## src/rtl/data_memory_arbiter.sv

```systemverilog
// rtl/data_memory_arbiter.sv - CPU/debug arbiter for the banked data memory.
// Define DATA_MEMORY_ARB_ROUND_ROBIN_EN to replace the streak guard with round-robin on ties.
module data_memory_arbiter #(
  parameter int ADDR_WIDTH   = 8,
  parameter int DATA_WIDTH   = 8,
  parameter int BANK_WIDTH   = 2,
  parameter int READ_LATENCY = 1,
  parameter int MAX_STREAK   = 4
) (
  input  logic                             clk,
  input  logic                             rst,
  input  logic                             in_cpu_req,
  input  logic                             in_cpu_we,
  input  logic [BANK_WIDTH-1:0]            in_cpu_bank,
  input  logic [ADDR_WIDTH-1:0]            in_cpu_addr,
  input  logic [DATA_WIDTH-1:0]            in_cpu_wdata,
  output logic                             out_cpu_gnt,
  output logic                             out_cpu_done,
  input  logic                             in_dbg_req,
  input  logic                             in_dbg_we,
  input  logic [BANK_WIDTH-1:0]            in_dbg_bank,
  input  logic [ADDR_WIDTH-1:0]            in_dbg_addr,
  input  logic [DATA_WIDTH-1:0]            in_dbg_wdata,
  output logic                             out_dbg_gnt,
  output logic                             out_dbg_done,
  output logic [DATA_WIDTH-1:0]            out_rdata,
  output logic                             out_busy,
  output logic [BANK_WIDTH+ADDR_WIDTH-1:0] out_mem_addr,
  output logic [DATA_WIDTH-1:0]            out_mem_wdata,
  output logic                             out_mem_wr_en,
  output logic                             out_mem_rd_en,
  input  logic [DATA_WIDTH-1:0]            in_mem_rdata
);

  typedef enum logic [1:0] {IDLE, ACCESS, WAIT_RD, RESP} state_t;

  state_t     state;
  logic [2:0] wait_cnt;
  logic       cpu_wins;

`ifdef DATA_MEMORY_ARB_ROUND_ROBIN_EN
  logic last_dbg;

  always_comb cpu_wins = in_cpu_req && (!in_dbg_req || last_dbg);
`else
  logic [3:0] streak;

  // CPU keeps priority until it has starved a pending debug request MAX_STREAK times.
  always_comb cpu_wins = in_cpu_req && !(in_dbg_req && (streak == MAX_STREAK[3:0]));
`endif

  always_ff @(posedge clk) begin
    if (rst) begin
      state         <= IDLE;
      wait_cnt      <= 3'd0;
      out_cpu_gnt   <= 1'b0;
      out_cpu_done  <= 1'b0;
      out_dbg_gnt   <= 1'b0;
      out_dbg_done  <= 1'b0;
      out_rdata     <= '0;
      out_busy      <= 1'b0;
      out_mem_addr  <= '0;
      out_mem_wdata <= '0;
      out_mem_wr_en <= 1'b0;
      out_mem_rd_en <= 1'b0;
`ifdef DATA_MEMORY_ARB_ROUND_ROBIN_EN
      last_dbg      <= 1'b1;
`else
      streak        <= 4'd0;
`endif
    end else begin
      case (state)
        IDLE: begin
          if (in_cpu_req || in_dbg_req) begin
            state       <= ACCESS;
            out_busy    <= 1'b1;
            out_cpu_gnt <= cpu_wins;
            out_dbg_gnt <= !cpu_wins;
            if (cpu_wins) begin
              out_mem_addr  <= {in_cpu_bank, in_cpu_addr};
              out_mem_wdata <= in_cpu_wdata;
              out_mem_wr_en <= in_cpu_we;
              out_mem_rd_en <= !in_cpu_we;
            end else begin
              out_mem_addr  <= {in_dbg_bank, in_dbg_addr};
              out_mem_wdata <= in_dbg_wdata;
              out_mem_wr_en <= in_dbg_we;
              out_mem_rd_en <= !in_dbg_we;
            end
`ifdef DATA_MEMORY_ARB_ROUND_ROBIN_EN
            last_dbg <= !cpu_wins;
`endif
          end
`ifndef DATA_MEMORY_ARB_ROUND_ROBIN_EN
          if (!in_dbg_req || !cpu_wins) begin
            streak <= 4'd0;
          end else if (streak != MAX_STREAK[3:0]) begin
            streak <= streak + 4'd1;
          end
`endif
        end
        ACCESS: begin
          out_mem_wr_en <= 1'b0;
          out_mem_rd_en <= 1'b0;
          if (out_mem_wr_en) begin
            state        <= RESP;
            out_cpu_done <= out_cpu_gnt;
            out_dbg_done <= out_dbg_gnt;
          end else begin
            state    <= WAIT_RD;
            wait_cnt <= READ_LATENCY[2:0];
          end
        end
        WAIT_RD: begin
          wait_cnt <= wait_cnt - 3'd1;
          if (wait_cnt == 3'd1) begin
            out_rdata    <= in_mem_rdata;
            state        <= RESP;
            out_cpu_done <= out_cpu_gnt;
            out_dbg_done <= out_dbg_gnt;
          end
        end
        RESP: begin
          state        <= IDLE;
          out_busy     <= 1'b0;
          out_cpu_gnt  <= 1'b0;
          out_dbg_gnt  <= 1'b0;
          out_cpu_done <= 1'b0;
          out_dbg_done <= 1'b0;
        end
        default: state <= IDLE;
      endcase
    end
  end

endmodule
```

## config.mk

```make
export PLATFORM = sky130hd
export DESIGN_NAME = data_memory_arbiter
export DESIGN_NICKNAME = d
export VERILOG_FILES = /design/src/rtl/data_memory_arbiter.sv
export SDC_FILE = /design/constraint.sdc
export NUM_CORES = 1
export LEC_CHECK = 0
export ABC_AREA = 1
export BUFFER_PORTS_ARGS = -buffer_cell sky130_fd_sc_hd__buf_4
export CORE_MARGIN = 8
export CORE_UTILIZATION = 35
export CTS_CLUSTER_DIAMETER = 30
export CTS_CLUSTER_SIZE = 24
export DETAILED_ROUTE_END_ITERATION = 8
export PLACE_DENSITY_LB_ADDON = 0.1
export SLEW_MARGIN = 20
export SYNTH_ARGS = -nofsm -noshare
export SYNTH_HDL_FRONTEND = slang
export SYNTH_SLANG_ARGS = --single-unit
```

## constraint.sdc

```tcl
create_clock -name clk -period 4.2 [get_ports clk]
set_input_delay 0.21 -clock clk [delete_from_list [all_inputs] [get_ports clk]]
set_output_delay 0.21 -clock clk [all_outputs]
set_load 0.02 [all_outputs]
```

==> results.yml, run 1 <==
status:
  outcome: "finished, final reports clean"
synth:
  synth-adder-area-share_pct: 5.254
  synth_mux_area_share_pct: 0
  syn-cell-area_sq_um: 2143
  ys.flop_type: "dfxtp_1"
  synth_top_area_cell: "dfxtp_1"
  synth_async_sr_flop_share_pct: 0
  yosys-top-cells-count: "nand2_1, nor2_1, nand3_1, inv_1, dfxtp_1"
  synthCells: 320
  synth_compound_area_share_pct: 9.165
  synth_top_family_by_area: "simple AND/OR/NAND/NOR gates"
  synth_xor_area_share_pct: 0
  synth_enable_flop_cells: 0
  avgSynthCellArea_sq_um: 6.698
  synth_top_area_share_pct: 39.23
  syn_nets: 379
  ys_top_cells_by_area: "dfxtp_1, nand2_1, nand3_1"
  ys_types: 19
  yosysWarnings: 0
  synth_most_common_cell: "nand2_1"
  synth-seq-cells: 42
  yosysSeqAreaShare_pct: 39.23
  yosys.area_share.simple_pct: 33.45
floorplan:
  fp.dieW_um: 94.26
  die_y_um: 94.26
  dieArea_sq_um: 8884
  initial_utilization_pct: 36.20
  io_pins: 83
  core_area_sq_um: 5921
  fp-row-count: 28
drt:
  drtPass1Iterations: 4
  wl_per_cell_um: 12.41
  met2_wirelength_mm: 2.694
  vias_per_cell: 4.571
  routed_wl_mm: 5.807
  top_layer: "met4"
  dr_wl_met3_um: 378
  drt-met1-wl_mm: 2.669
  remaining_drc_errors: 0
  drtIter0Drc: 122
  via_count: 2139
  ant_nets: 0
setup_path:
  crit_fanout: 22
  required_ps: 4450
  path_class: "flop to flop"
  arrival_ps: 2120
  crit_path_end_kind: "flop"
  r2r_cells: 11
  worstSetupStartpointType: "flop"
sta:
  fin_ws_ps: 2326
  rsz0062_at_grt: "no"
  hold_viol: 0
  post-route-min-period_ps: 1874
  holdWs_ps: 188.3
  setup_viol: 0
  min_period_over_period_pct: 44.62
  fmax_ghz: 0.5336
  worst_pin_slew_ps: 659.9
  skew_ps: 5.762
  fin_tns_setup_ps: 0
  slew_viol_final: 0
  maxSlewHeadroom_pct: 55.94
grt:
  grt_pass1_vias: 1936
  gr-total-overflow: 0
  grt_max_degree: 40
  grt_first_pass_wirelength_mm: 9.163
  antenna_found_initial: 0
  grt.total_usage_pct: 12.87
min_path:
  min_path_cells: 5
  min_path_type: "input port to flop"
final_layout:
  syn2layout_area_growth_pct: 31.76
  antennaDiodeCount: 0
  fillers: 597
  fin_util_pct: 47.70
  finalNetCount: 452
  drive_gt1_share_pct: 23.92
placement:
  hpwl_mm: 4.206
  dp_slack_ps: 2335
  gp_congestion: 0.7308
  port_buffers: 82
power:
  p_clk_share_pct: 15.4
  p_total_mw: 1.638
  switching_share_pct: 42.61
  seqPwrFrac_pct: 35.1
  p_per_area_nw_per_um2: 580.1
  irDropWorstVdd_v: 0.0002850
  p_leak_nw: 1.469
  p_int_mw: 0.9401
  switchingPower_mw: 0.6981
  pwr-share-comb_pct: 49.4
clocking:
  hold_buffers: 0
  htree_levels: 2
  post_cts.repair.setup_buffers: 0
  cts_buffer_depth: 2
  clk_pin_slew_ps: 80
  cts_sinks: 42
  cts_root_buf: "clkbuf_8"
  clk-insertion-delay-late_ps: 300
  numCtsBuffers: 5
  cts_resized: 0
  cts_tree: "built"
job:
  cap_violations: 0
==> routing by layer <==
metal  up-vias  global-route usage, %
met4         0                  4.359
li1       1140                      -
met3         7                  4.077
met1       942                  15.71
met5         -                      0
met2        50                  20.74
==> worst max-delay path: stages (launching register included) <==
cell     delay, ps
dfxtp_1        360
inv_1           70
ha_1           190
nand2_1         50
inv_1           40
nand2_2        320
nand2_2        370
inv_1          200
nand2_1         60
nand3_1         60
nand2_1         60
inv_1           40
==> stage by stage <==
stage / instances / cell area [sq um]
2_1_floorplan: 320 / 2143
3_3_place_gp: 461 / 2745
3_5_place_dp: 461 / 2745
4_1_cts: 468 / 2824
5_1_grt: 468 / 2824
6_report: 468 / 2824
==> power groups by stage <==
stage	combinational (mW)	clock [mW]	sequential (mW)
CTS	0.819	0.266	0.577
global route	0.919	0.277	0.592
detailed placement	0.816	0	0.586
floorplan	0.463	0	0.690
global placement	0.810	0	0.585
finish	0.810	0.253	0.576
==> path summary, 6_finish.rpt <==
path | start | endpoint | slack [ps]
max | streak[0]$_SDFFE_PP0P_ | out_mem_wdata[0]$_SDFFE_PP0P_ | 2330
min | in_dbg_wdata[5] | out_mem_wdata[5]$_SDFFE_PP0P_ | 190
max reg2reg | streak[0]$_SDFFE_PP0P_ | out_mem_wdata[0]$_SDFFE_PP0P_ | 2330
min reg2reg | out_rdata[6]$_SDFFE_PP0P_ | out_rdata[6]$_SDFFE_PP0P_ | 450
==> flip-flops by register name (all words and copies together), names as in the netlist <==
register and count:
out_dbg_done 1, out_cpu_gnt 1, out_busy 1, out_mem_wr_en 1
out_rdata 8, out_mem_addr 10, out_mem_rd_en 1, out_mem_wdata 8
wait_cnt 3, out_cpu_done 1, state 2, streak 4
out_dbg_gnt 1
==> kinds of logic (layout without fill, tap and decap cells) <==
family                     Yosys count  in the layout
AOI/OAI and AO/OA                   37             37
adders and majority gates            9              9
buffers and inverters               61            134
DFF                                 42             42
and+or+nand+nor                    171            171
==> placed cells by master, fill, tap and decap left out <==
cell and instances:
nor2_1 50, o21a_1 1, ha_1 9, clkinv_2 2, inv_1 44, o211ai_1 2, o21ai_2 1, nand3_1 48
nor3_1 3, buf_4 82, nand2_2 2, a21oi_1 21, or2_2 1, clkbuf_8 5, inv_2 1, o21ai_0 12
nand2_1 66, dfxtp_1 42, nand3b_1 1
==> cell type report <==
type | count | area, sq um | share of cell area, %
clock buffer | 5 | 68.82 | 2.437
tap | 75 | 93.84 | 3.323
multi-input combinational | 217 | 1026 | 36.33
sequential | 42 | 840.8 | 29.77
clock inverter | 2 | 10.01 | 0.3545
inverter | 45 | 168.9 | 5.981
timing repair buffer | 82 | 615.6 | 21.80
Note: power is estimated with default switching activity, not from simulation.
==> inputs of run 2 (changes only) <==
==> constraint.sdc (replaced) <==
create_clock -name clk -period 1.7 [get_ports clk]
set_input_delay 0.085 -clock clk [delete_from_list [all_inputs] [get_ports clk]]
set_output_delay 0.085 -clock clk [all_outputs]
set_load 0.02 [all_outputs]
==> run 2 against run 1 <==
  * Register-to-register slack worse by 2100 ps
  * Global-route usage down 0.062 points
  * Cell count rose by 1.3%
  * Utilization is 1.9 points higher
  * Largest cell class unchanged
  * Flip-flop and latch count is the same
  * Critical endpoint is now out_mem_addr[0]$_SDFFE_PP0P_
  * Critical path type unchanged
==> results.yml, run 2 (synthesized netlist as in run 1, its figures left out) <==
min_path:
  hold_start: "in_mem_rdata[7]"
  hold_end: "out_rdata[7]$_SDFFE_PP0P_"
  min_path_type: "input port to flop"
  min_path_cells: 3
setup_path:
  arrival_ps: 1680
  cp_slowest_cell: "dfxtp_1"
  r2r_cells: 8
  crit_path_end_kind: "flop"
  cpPeakStageDelay_ps: 340
  cp.depth: 8
  worstReg2RegStart: "state[1]$_SDFFE_PP0P_"
  r2r_end: "out_mem_addr[0]$_SDFFE_PP0P_"
  r2r_setup_slack_ps: 220
  crit_buf_inv: 4
  path_common_cell: "inv_1"
  crit_fanout: 39
  worstPathCellList: "inv_1 > ha_1 > o21ai_2 > inv_2 > buf_12 > nand3_1 > nand2_1 > inv_1"
  worstSetupStartpointType: "flop"
  required_ps: 1900
  path_class: "flop to flop"
  crit_family: "buffers and inverters"
power:
  p_per_area_nw_per_um2: 1531
  irDropWorstVdd_v: 0.0006665
  p_clk_share_pct: 21.1
  seqPwrFrac_pct: 31.8
  p_int_mw: 2.739
  pwr-share-comb_pct: 47.2
  p_leak_nw: 1.522
  switchingPower_mw: 1.760
  switching_share_pct: 39.12
sta:
  maxSlewHeadroom_pct: 69.21
  hold_viol: 0
  setup_viol: 0
  min_period_over_period_pct: 87.15
  post-route-min-period_ps: 1482
  fmax_ghz: 0.6750
  slew_viol_final: 0
  rsz0062_at_grt: "no"
  worst_pin_slew_ps: 461.3
  skew_ps: 7.605
  fin_tns_setup_ps: 0
placement:
  gp_congestion: 0.8207
  hpwl_mm: 4.320
  port_buffers: 82
final_layout:
  antennaDiodeCount: 0
  regMostFlops: "out_mem_addr"
  largest_reg_flops: 10
  fin_util_pct: 49.64
  fillers: 629
  drive_gt1_share_pct: 25.31
  syn2layout_area_growth_pct: 37.13
  reg_top3: "out_mem_addr x10, out_mem_wdata x8, out_rdata x8"
  final_common_cell: "buf_4"
  finalNetCount: 457
  layout_common_cells: "buf_4, nand2_1, nor2_1"
grt:
  grt.total_usage_pct: 12.81
  grt_first_pass_wirelength_mm: 9.170
  use_met2_pct: 21.15
  antenna_found_initial: 0
  grt_max_degree: 40
  use_met1_pct: 15.40
  grt_pass1_vias: 1980
  grt-busiest-layer: "met2"
  use_met3_pct: 4.237
  gr-total-overflow: 0
clocking:
  clk-insertion-delay-late_ps: 290
  cts_resized: 0
  cts_tree: "built"
  htree_levels: 2
  hold_buffers: 0
  post_cts.repair.setup_buffers: 0
  cts_buffer_depth: 2
  cts_sinks: 42
  cts_root_buf: "clkbuf_8"
  numCtsBuffers: 5
  clk_pin_slew_ps: 90
floorplan:
  die_y_um: 94.26
  dieArea_sq_um: 8884
  initial_utilization_pct: 36.20
  core_area_sq_um: 5921
  io_pins: 83
  fp.dieW_um: 94.26
  fp-row-count: 28
drt:
  wl_per_cell_um: 12.30
  drtPass1Iterations: 4
  routed_wl_mm: 5.832
  drtIter0Drc: 126
  ant_nets: 0
  via_count: 2166
  remaining_drc_errors: 0
  vias_per_cell: 4.570
job:
  cap_violations: 0
status:
  outcome: "finished, final reports clean"
run 2: tightest hold or removal path, stage by stage:
cell	delay [ps]
buf_4	70
o21ai_0	70
a21oi_1	100
run 2: stage by stage:
step	std cells	power [mW]	setup slack [ps]	cell area (sq um)	hold slack [ps]
after detailed placement	466	3.589	134.1	2795	371.8
final	474	4.499	218.5	2939	59.21
after global placement	466	3.568	174.3	2795	362.5
after floorplan	320	2.847	315.8	2143	240.4
after CTS	474	4.552	124.0	2933	57.57
after global routing	474	4.856	41.61	2939	71.98
run 2: metal layers:
metal / routed length, um / up-vias
li1: - / 1151
met1: 2571 / 962
met2: 2846 / 48
met3: 355 / 5
met4: 59 / 0
met5: 0 / -
run 2: worst max path at each step:
stage	from	to	slack (ps)
detailed placement	state[0]$_SDFFE_PP0P_	wait_cnt[2]$_SDFFE_PP0P_	130
floorplan	state[0]$_SDFFE_PP0P_	out_cpu_done$_SDFFE_PP0P_	320
global route	state[1]$_SDFFE_PP0P_	out_mem_wdata[3]$_SDFFE_PP0P_	40
finish	state[1]$_SDFFE_PP0P_	out_mem_addr[0]$_SDFFE_PP0P_	220
CTS	state[0]$_SDFFE_PP0P_	wait_cnt[2]$_SDFFE_PP0P_	120
global placement	state[0]$_SDFFE_PP0P_	wait_cnt[2]$_SDFFE_PP0P_	170
run 2: area by class of cell:
class	count	area (sq um)	share of cell area (%)
Tap cell	75	93.84	3.193
Timing Repair Buffer	87	665.6	22.65
Clock buffer	5	68.82	2.341
Clock inverter	3	68.82	2.341
Sequential cell	42	842.1	28.65
Inverter	45	168.9	5.747
Multi-Input combinational cell	217	1031	35.08
run 2: power by group through the flow:
| stage | Clock, mW | Combinational (mW) | Sequential, mW |
|---|---|---|---|
| 5_1_grt | 1.01 | 2.38 | 1.47 |
| 3_5_place_dp | 0 | 2.14 | 1.45 |
| 2_1_floorplan | 0 | 1.14 | 1.70 |
| 3_3_place_gp | 0 | 2.12 | 1.45 |
| 6_report | 0.947 | 2.12 | 1.43 |
| 4_1_cts | 0.975 | 2.15 | 1.43 |
==> inputs of run 3 (changes only) <==
==> constraint.sdc (replaced) <==
create_clock -name clk -period 1.52 [get_ports clk]
set_input_delay 0.076 -clock clk [delete_from_list [all_inputs] [get_ports clk]]
set_output_delay 0.076 -clock clk [all_outputs]
set_load 0.02 [all_outputs]
==> run 3 against run 2 <==
  * Via count grew 0.37%
  * Global-route usage up 0.50 points
  * Maximum frequency is 4.5% higher
  * Power rose by 7.6%
  * Flip-flop and latch count is the same
  * Clock skew increased by 2.2 ps
  * Worst setup slack worse by 120 ps
  * Sequential power up 13%
  * Critical path depth up 2
  * Sequential share of layout area fell by 0.19 points
  * First-iteration DRC count is 8.7% lower
  * Non-clock buffer count is 4 higher
  * Critical path type unchanged
==> results.yml, run 3 (synthesized netlist as in run 1, its figures left out) <==
drt:
  drtIter0Drc: 115
  drtPass1Iterations: 4
  via_count: 2174
  met2_wirelength_mm: 2.866
  dr_wl_met3_um: 335
  routed_wl_mm: 5.948
  ant_nets: 0
  drt-met1-wl_mm: 2.696
  wl_per_cell_um: 12.47
  vias_per_cell: 4.558
  remaining_drc_errors: 0
  top_layer: "met4"
power:
  switching_share_pct: 41.17
  irDropWorstVdd_v: 0.0006019
  p_per_area_nw_per_um2: 1629
  p_leak_nw: 1.528
  seqPwrFrac_pct: 33.3
  pwr-share-comb_pct: 52.4
  p_int_mw: 2.848
  p_clk_share_pct: 14.3
  switchingPower_mw: 1.993
floorplan:
  io_pins: 83
  dieArea_sq_um: 8884
  die_y_um: 94.26
  fp.dieW_um: 94.26
  fp-row-count: 28
  initial_utilization_pct: 36.20
  core_area_sq_um: 5921
setup_path:
  path_common_cell: "inv_1"
  required_ps: 1730
  crit_fanout: 20
  path_class: "flop to flop"
  cpPeakStageDelay_ps: 360
  arrival_ps: 1630
  worstSetupStartpointType: "flop"
  cp-startpoint: "streak[0]$_SDFFE_PP0P_"
  crit_path_end_kind: "flop"
  cp_slowest_cell: "dfxtp_1"
  worstReg2RegStart: "streak[0]$_SDFFE_PP0P_"
  worstPathCellList: "inv_1 > ha_1 > nand2_1 > inv_1 > nand2_2 > buf_8 > nand3_1 > nand2_1 > inv_1 > nor3_1"
final_layout:
  antennaDiodeCount: 0
  reg_top3: "out_mem_addr x10, out_mem_wdata x8, out_rdata x8"
  syn2layout_area_growth_pct: 38.65
  final_common_cell: "buf_4"
  regMostFlops: "out_mem_addr"
  finalNetCount: 461
  multi_input_area_sq_um: 1056
  stdcell_count: 477
  drive_gt1_share_pct: 27.86
  regArea_sq_um: 845.8
  fillers: 618
  largest_reg_flops: 10
  fin_util_pct: 50.19
  layout_common_cells: "buf_4, nand2_1, nor2_1"
  final_area_sq_um: 2972
clocking:
  cts_root_buf: "clkbuf_8"
  numCtsBuffers: 5
  cts_resized: 2
  htree_levels: 2
  post_cts.repair.setup_buffers: 0
  clk_pin_slew_ps: 80
  clk-insertion-delay-late_ps: 290
  cts_buffer_depth: 2
  cts_tree: "built"
  cts_sinks: 42
  hold_buffers: 0
sta:
  min_period_over_period_pct: 93.29
  rsz0062_at_grt: "yes"
  fmax_ghz: 0.7052
  hold_viol: 0
  fin_tns_setup_ps: 0
  worst_pin_slew_ps: 505.5
  post-route-min-period_ps: 1418
  skew_ps: 9.844
  setup_viol: 0
  fin_ws_ps: 102.1
  slew_viol_final: 0
  maxSlewHeadroom_pct: 66.26
status:
  outcome: "finished, final reports clean"
grt:
  gr-total-overflow: 0
  grt_pass1_vias: 2042
  grt_max_degree: 28
  grt_first_pass_wirelength_mm: 9.611
  grt.total_usage_pct: 13.31
  antenna_found_initial: 0
min_path:
  hold_start: "in_mem_rdata[1]"
  min_path_type: "input port to flop"
placement:
  place_area_sq_um: 2850
  gp_congestion: 0.8154
  dpl.cell_count: 470
  dp_slack_ps: 1.198
  hpwl_mm: 4.441
  port_buffers: 82
job:
  cap_violations: 0
==> run 3: cell types whose count changed in the layout (fill, tap and decap cells not counted), sizes merged <==
| cell | delta |
|---|---|
| bufinv | -2 |
| buf | +4 |
| clkinv | +1 |
==> run 3: power by group through the flow <==
stage | Combinational (mW) | Sequential [mW] | Clock (mW)
floorplan | 1.28 | 1.91 | 0
global placement | 2.48 | 1.62 | 0
detailed placement | 2.50 | 1.62 | 0
CTS | 2.52 | 1.60 | 0.715
global route | 2.85 | 1.66 | 0.781
finish | 2.54 | 1.61 | 0.692
==> run 3: stage by stage <==
| step | power, mW | hold WS (ps) |
|---|---|---|
| floorplan | 3.185 | 231.4 |
| global placement | 4.094 | 349.1 |
| detailed placement | 4.124 | 362.3 |
| CTS | 4.834 | 53.34 |
| global route | 5.290 | 58.75 |
| finish | 4.840 | 57.33 |
==> run 3: layer usage <==
layer	global-route usage, %	vias to the layer above
li1	-	1163
met1	16.05	964
met2	22.07	43
met3	4.237	4
met4	3.567	0
met5	0	-
==> run 3: final timing paths <==
kind	end	slack [ps]	cells past startpoint
setup reg to reg	streak[3]$_SDFFE_PP0P_	100	10
hold / removal	out_rdata[1]$_SDFFE_PP0P_	60	3
setup / recovery	streak[3]$_SDFFE_PP0P_	100	10
hold reg to reg	out_rdata[2]$_SDFFE_PP0P_	450	2
==> run 3: worst max-delay path: cells and delay by family, from the launching register on <==
kind	cells	cell delay [ps]
simple gates	5	450
fa+ha+maj	1	190
flops	1	360
buf+inv	4	340
==> run 3: area by class of cell <==
type,instances,share of cell area [%]
Inverter,45,5.684
Multi-Input combinational cell,217,35.54
Sequential cell,42,28.46
Clock inverter,2,0.3368
Timing Repair Buffer,91,24.51
Clock buffer,5,2.316
Tap cell,75,3.158
